===== src/rtl/jedro_1_pkg.sv =====
// Shared constants and types for the jedro_1 instruction fetch path.
package jedro_1_pkg;

    localparam int DATA_WIDTH = 32;
    localparam logic [DATA_WIDTH-1:0] NOP_INSTR = 32'h0000_0013;

    typedef enum logic {
        IFU_S_REQ  = 1'b0,
        IFU_S_WAIT = 1'b1
    } ifu_state_e;

    function automatic logic [DATA_WIDTH-1:0] word_align(input logic [DATA_WIDTH-1:0] addr);
        return addr & ~32'h0000_0003;
    endfunction

endpackage


===== src/rtl/jedro_1_fifo.sv =====
// Small synchronous FIFO with flush; head entry is visible on data_o while not empty.
module jedro_1_fifo #(
    parameter int DATA_WIDTH = 64,
    parameter int DEPTH      = 2
) (
    input  logic                         clk_i,
    input  logic                         rstn_i,
    input  logic                         push_i,
    input  logic [DATA_WIDTH-1:0]        data_i,
    input  logic                         pop_i,
    input  logic                         flush_i,
    output logic [DATA_WIDTH-1:0]        data_o,
    output logic                         full_o,
    output logic                         empty_o,
    output logic [$clog2(DEPTH):0]       count_o
);

    localparam int AW = $clog2(DEPTH);
    localparam int CW = AW + 1;

    logic [DATA_WIDTH-1:0] mem_q [DEPTH];
    logic [AW-1:0]         wptr_q;
    logic [AW-1:0]         rptr_q;
    logic [CW-1:0]         count_q;

    assign data_o  = mem_q[rptr_q];
    assign full_o  = (count_q == CW'(DEPTH));
    assign empty_o = (count_q == '0);
    assign count_o = count_q;

    always_ff @(posedge clk_i or negedge rstn_i) begin
        if (!rstn_i) begin
            for (int i = 0; i < DEPTH; i++) begin
                mem_q[i] <= '0;
            end
            wptr_q  <= '0;
            rptr_q  <= '0;
            count_q <= '0;
        end else if (flush_i) begin
            wptr_q  <= '0;
            rptr_q  <= '0;
            count_q <= '0;
        end else begin
            if (push_i) begin
                mem_q[wptr_q] <= data_i;
                wptr_q        <= wptr_q + AW'(1);
            end
            if (pop_i) begin
                rptr_q <= rptr_q + AW'(1);
            end
            count_q <= count_q + CW'(push_i) - CW'(pop_i);
        end
    end

endmodule


===== src/rtl/jedro_1_ifu.sv =====
// Instruction fetch unit: single-outstanding word fetch into a prefetch FIFO feeding the decoder.
module jedro_1_ifu
    import jedro_1_pkg::*;
#(
    parameter logic [31:0] BOOT_ADDR  = 32'h0000_0000,
    parameter int          FIFO_DEPTH = 2
) (
    input  logic                  clk_i,
    input  logic                  rstn_i,
    output logic                  imem_req_o,
    output logic [DATA_WIDTH-1:0] imem_addr_o,
    input  logic                  imem_gnt_i,
    input  logic                  imem_rvalid_i,
    input  logic [DATA_WIDTH-1:0] imem_rdata_i,
    input  logic                  jmp_i,
    input  logic [DATA_WIDTH-1:0] jmp_addr_i,
    input  logic                  dec_ready_i,
    output logic                  dec_valid_o,
    output logic [DATA_WIDTH-1:0] dec_instr_o,
    output logic [DATA_WIDTH-1:0] dec_pc_o
);

    localparam int FW = 2 * DATA_WIDTH;
    localparam int CW = $clog2(FIFO_DEPTH) + 1;

    ifu_state_e            state_q;
    logic [DATA_WIDTH-1:0] fetch_pc_q;
    logic [DATA_WIDTH-1:0] held_addr_q;
    logic                  pending_q;
    logic                  discard_q;
    logic [DATA_WIDTH-1:0] last_instr_q;
    logic [DATA_WIDTH-1:0] last_pc_q;

    logic [FW-1:0]         fifo_head;
    logic                  fifo_full;
    logic                  fifo_empty;
    logic [CW-1:0]         fifo_count;
    logic                  fifo_push;
    logic                  fifo_pop;
    logic                  slot_free;
    logic [DATA_WIDTH-1:0] jmp_target;

    assign jmp_target = word_align(jmp_addr_i);
    assign fifo_pop   = !fifo_empty && dec_ready_i && !jmp_i;
    assign slot_free  = (fifo_count < CW'(FIFO_DEPTH)) || fifo_pop;

    // A request left ungranted is frozen (address and valid) until the memory takes it.
    assign imem_req_o  = rstn_i && (state_q == IFU_S_REQ) && (pending_q || slot_free);
    assign imem_addr_o = pending_q ? held_addr_q : fetch_pc_q;

    assign fifo_push = (state_q == IFU_S_WAIT) && imem_rvalid_i && !discard_q && !jmp_i && !fifo_full;

    assign dec_valid_o = !fifo_empty;
    assign dec_instr_o = fifo_empty ? last_instr_q : fifo_head[DATA_WIDTH-1:0];
    assign dec_pc_o    = fifo_empty ? last_pc_q : fifo_head[FW-1:DATA_WIDTH];

    jedro_1_fifo #(
        .DATA_WIDTH (FW),
        .DEPTH      (FIFO_DEPTH)
    ) u_fifo (
        .clk_i   (clk_i),
        .rstn_i  (rstn_i),
        .push_i  (fifo_push),
        .data_i  ({fetch_pc_q - 32'd4, imem_rdata_i}),
        .pop_i   (fifo_pop),
        .flush_i (jmp_i),
        .data_o  (fifo_head),
        .full_o  (fifo_full),
        .empty_o (fifo_empty),
        .count_o (fifo_count)
    );

    always_ff @(posedge clk_i or negedge rstn_i) begin
        if (!rstn_i) begin
            state_q      <= IFU_S_REQ;
            fetch_pc_q   <= BOOT_ADDR;
            held_addr_q  <= BOOT_ADDR;
            pending_q    <= 1'b0;
            discard_q    <= 1'b0;
            last_instr_q <= NOP_INSTR;
            last_pc_q    <= BOOT_ADDR;
        end else begin
            if (!fifo_empty) begin
                last_instr_q <= fifo_head[DATA_WIDTH-1:0];
                last_pc_q    <= fifo_head[FW-1:DATA_WIDTH];
            end
            case (state_q)
                IFU_S_REQ: begin
                    if (imem_req_o) begin
                        if (imem_gnt_i) begin
                            state_q   <= IFU_S_WAIT;
                            pending_q <= 1'b0;
                            // A held request granted after a redirect must not advance the target PC.
                            if (!jmp_i && !discard_q) begin
                                fetch_pc_q <= fetch_pc_q + 32'd4;
                            end
                        end else begin
                            pending_q   <= 1'b1;
                            held_addr_q <= imem_addr_o;
                        end
                        if (jmp_i) begin
                            discard_q <= 1'b1;
                        end
                    end
                end
                IFU_S_WAIT: begin
                    if (imem_rvalid_i) begin
                        state_q   <= IFU_S_REQ;
                        discard_q <= 1'b0;
                    end else if (jmp_i) begin
                        discard_q <= 1'b1;
                    end
                end
                default: state_q <= IFU_S_REQ;
            endcase
            if (jmp_i) begin
                fetch_pc_q <= jmp_target;
            end
        end
    end

    a_req_stable: assert property (@(posedge clk_i) disable iff (!rstn_i)
        imem_req_o && !imem_gnt_i |=> imem_req_o && $stable(imem_addr_o));
    a_addr_aligned: assert property (@(posedge clk_i) disable iff (!rstn_i)
        imem_req_o |-> imem_addr_o[1:0] == 2'b00);
    a_no_push_full: assert property (@(posedge clk_i) disable iff (!rstn_i)
        !(fifo_push && fifo_full && !fifo_pop));

endmodule


===== config.mk =====
export PLATFORM = sky130hd
export DESIGN_NAME = jedro_1_ifu
export DESIGN_NICKNAME = d
export VERILOG_FILES = /design/src/rtl/jedro_1_pkg.sv /design/src/rtl/jedro_1_fifo.sv /design/src/rtl/jedro_1_ifu.sv
export SDC_FILE = /design/constraint.sdc
export NUM_CORES = 1
export LEC_CHECK = 0
export ABC_AREA = 1
export BUFFER_PORTS_ARGS = -buffer_cell sky130_fd_sc_hd__buf_2
export CORE_MARGIN = 1.5
export CORE_UTILIZATION = 34
export DETAILED_ROUTE_END_ITERATION = 6
export GPL_ROUTABILITY_DRIVEN = 0
export PLACE_DENSITY_LB_ADDON = 0.2
export SYNTH_ARGS = -nofsm -noshare
export SYNTH_HDL_FRONTEND = slang
export SYNTH_HIERARCHICAL = 1
export SYNTH_SLANG_ARGS = --single-unit

===== constraint.sdc =====
create_clock -name clk_i -period 2.34 [get_ports clk_i]
set_input_delay 0.234 -clock clk_i [delete_from_list [all_inputs] [get_ports clk_i]]
set_output_delay 0.234 -clock clk_i [all_outputs]
set_load 0.02 [all_outputs]

==> flow_summary.ini <==
[outcome]
outcome = finished clean

[flow_run]
drv_cap = 0

[sta]
setup_viol = 0
rsz0062_at_grt = false
slew_violations = 0
setup_tns_ns = 0
worst_slew_pin_slew_ns = 1.01
max_clock_freq_mhz = 459
final.period_utilization_pct = 93.1
finalHoldViolations = 0
maxSlewHeadroom_pct = 32.8
fin_skew_ns = 0.0131
min_period_ns = 2.18

[die]
row_count = 72
coreArea_um2 = 38600
start_util_pct = 34.4
io_pins = 168
dieArea_um2 = 40200
die_w_um = 201
die_y_um = 201

[route]
drt_iter0_drc = 515
post-route-drc-count = 0
ant_nets = 0
via_count = 10600
post_drt_wl_per_cell_um = 15.1
routed_via_density = 4.56
drt_wl_total_mm = 35.1
drt_pass1_iterations = 5

[clocking]
cts_tree = done
cts_buffers = 34
clk_latency_ns = 0.54
post_cts_resized = 0
cts_max_level = 2
cts_setup_buffers = 0
clk_pin_slew_ns = 0.06
root_buffer = clkbuf_16
cts.sinks = 261
cts_buffer_depth = 3
ctsHoldBuffers = 43

[global_routing]
antenna_found_initial = 0
grt_overflow = 0
grt_max_degree = 163
grtUsageTotal_pct = 17.9
grt_pass1_wl_mm = 58.1
first_global_vias = 10800

[synthesis]
syn-instance-count = 1606
ys.warnings.count = 6
synth_seq_area_share_pct = 49.3
synthFlopType = dfrtp_1
synth_cell_types = 39
async_flop_share_pct = 100
ys_seq_elements = 261
synth_edf_count = 0
avgSynthCellArea_um2 = 8.26
syn-cell-area_um2 = 13300

[final_layout]
final_cell_mix = 619 x nand2_1, 257 x dfrtp_1, 164 x buf_2, 116 x inv_1, 106 x nor2_1
nets = 1857
final_common_cell = nand2_1
drive_above_1_share_pct = 22.4
n_antenna_cell = 0
final_area_um2 = 16000
area_growth_pct = 20.8

[setup_path]
critPathRequiredTime_ns = 2.11
crit_path_end_kind = output port
critical_path_arrival_ns = 1.94
crit_fanout = 33
start_kind = register
worstSetupPathType = reg -> out

[pwr]
powerDensity_nw_per_um2 = 1050
p_leak_uw = 0.00820
ir_drop_v = 0.000515

[place]
placed_area_um2 = 14400
hpwl_mm = 23.2
port_buffers = 165

[hold_path]
min_path_type = in -> reg
cells by family (layout without fill, tap and decap cells):
family | Yosys count | count (layout) | synth area share [%]
buf+inv | 211 | 413 | 7.97
xor+xnor | 30 | 30 | 1.98
mux | 65 | 65 | 5.51
fa+ha+maj | 4 | 4 | 0.377
other cells | 1 | 2 | 0.0283
compound gates | 203 | 203 | 9.53
simple gates | 831 | 831 | 25.4
flops | 261 | 261 | 49.3
flip-flops by register name, summed over array words and instances (netlist names):
signal / flops
u_fifo/count_o: 2
pending_q: 1
state_q: 1
u_fifo/wptr_q: 1
u_fifo/mem_q: 128
discard_q: 1
last_instr_q: 32
held_addr_q: 32
last_pc_q: 32
fetch_pc_q: 30
u_fifo/rptr_q: 1
worst max-delay path, cell delays in order (launching register included):
cell	delay (ns)
dfrtp_2	0.43
buf_12	0.24
mux2_2	0.39
nand2_1	0.08
nand2_1	0.07
buf_2	0.17
area by class of cell:
cell class,count,area [um2]
Fill cell,3986,22500
Sequential cell,261,6540
Clock inverter,11,176
Timing Repair Buffer,228,1530
Clock buffer,51,975
Inverter,123,469
Multi-Input combinational cell,1135,5690
Tap cell,518,648
report_power, final:
group | internal (uW) | leakage, uW | switching, uW
Sequential | 5810 | 0.00342 | 658
Combinational | 1810 | 0.00422 | 3180
Clock | 3340 | 0.000559 | 2030
synth_stat cells (all sizes together), types with 2 or more instances:
cell type	count	share of area, %
nand2	624	18
dfrtp	258	49
o21ai	181	8.6
inv	122	3.5
nor2	117	3.5
nand3	73	2.9
mux2	64	5.4
buf	62	3.7
xor2	29	1.9
clkbuf	26	0.75
a21oi	19	0.72
or2	6	0.28
ha	4	0.38
nand4	4	0.30
dfstp	3	0.59
nor3	3	0.28
a21boi	2	0.11
and2	2	0.094
per-stage QoR:
step | utilization [%] | setup slack (ns) | cells | hold WS [ns] | power (uW)
5_1_grt | 41.6 | 0.0617 | 2327 | 0.0275 | 18000
4_1_cts | 41.6 | 0.104 | 2327 | 0.00312 | 17100
6_report | 41.6 | 0.162 | 2327 | 0.0392 | 16800
3_5_place_dp | 37.5 | 0.324 | 2222 | 0.456 | 11500
3_3_place_gp | 37.5 | 0.369 | 2222 | 0.436 | 11400
2_1_floorplan | - | 0.483 | 1607 | -0.0616 | 9830
worst paths after layout:
path | cells past startpoint | slack [ns] | end | startpoint
min in group asynchronous | 3 | 0.40 | u_fifo/mem_q[97]$_DFFE_PN0P_ | rstn_i
min reg2reg | 2 | 0.47 | last_pc_q[14]$_DFF_PN0_ | last_pc_q[14]$_DFF_PN0_
max | 5 | 0.16 | dec_pc_o[31] | u_fifo/rptr_q$_DFFE_PN0P_
min | 3 | 0.04 | fetch_pc_q[7]$_DFFE_PN0P_ | jmp_addr_i[7]
max reg2reg | 9 | 0.38 | u_fifo/mem_q[61]$_DFFE_PN0P_ | fetch_pc_q[8]$_DFFE_PN0P_
max in group asynchronous | 4 | 0.77 | held_addr_q[13]$_DFFE_PN0P_ | rstn_i
metal layers:
metal / global-route usage, % / share of wire, % / vias to the layer above
met4: 5.61 / 2.4 / 0
met3: 3.34 / 4.3 / 58
met1: 24.3 / 48 / 4945
li1: - / - / 5410
met5: 0 / 0 / -
met2: 28.9 / 45 / 208
Note: power is estimated with default switching activity, not from simulation.
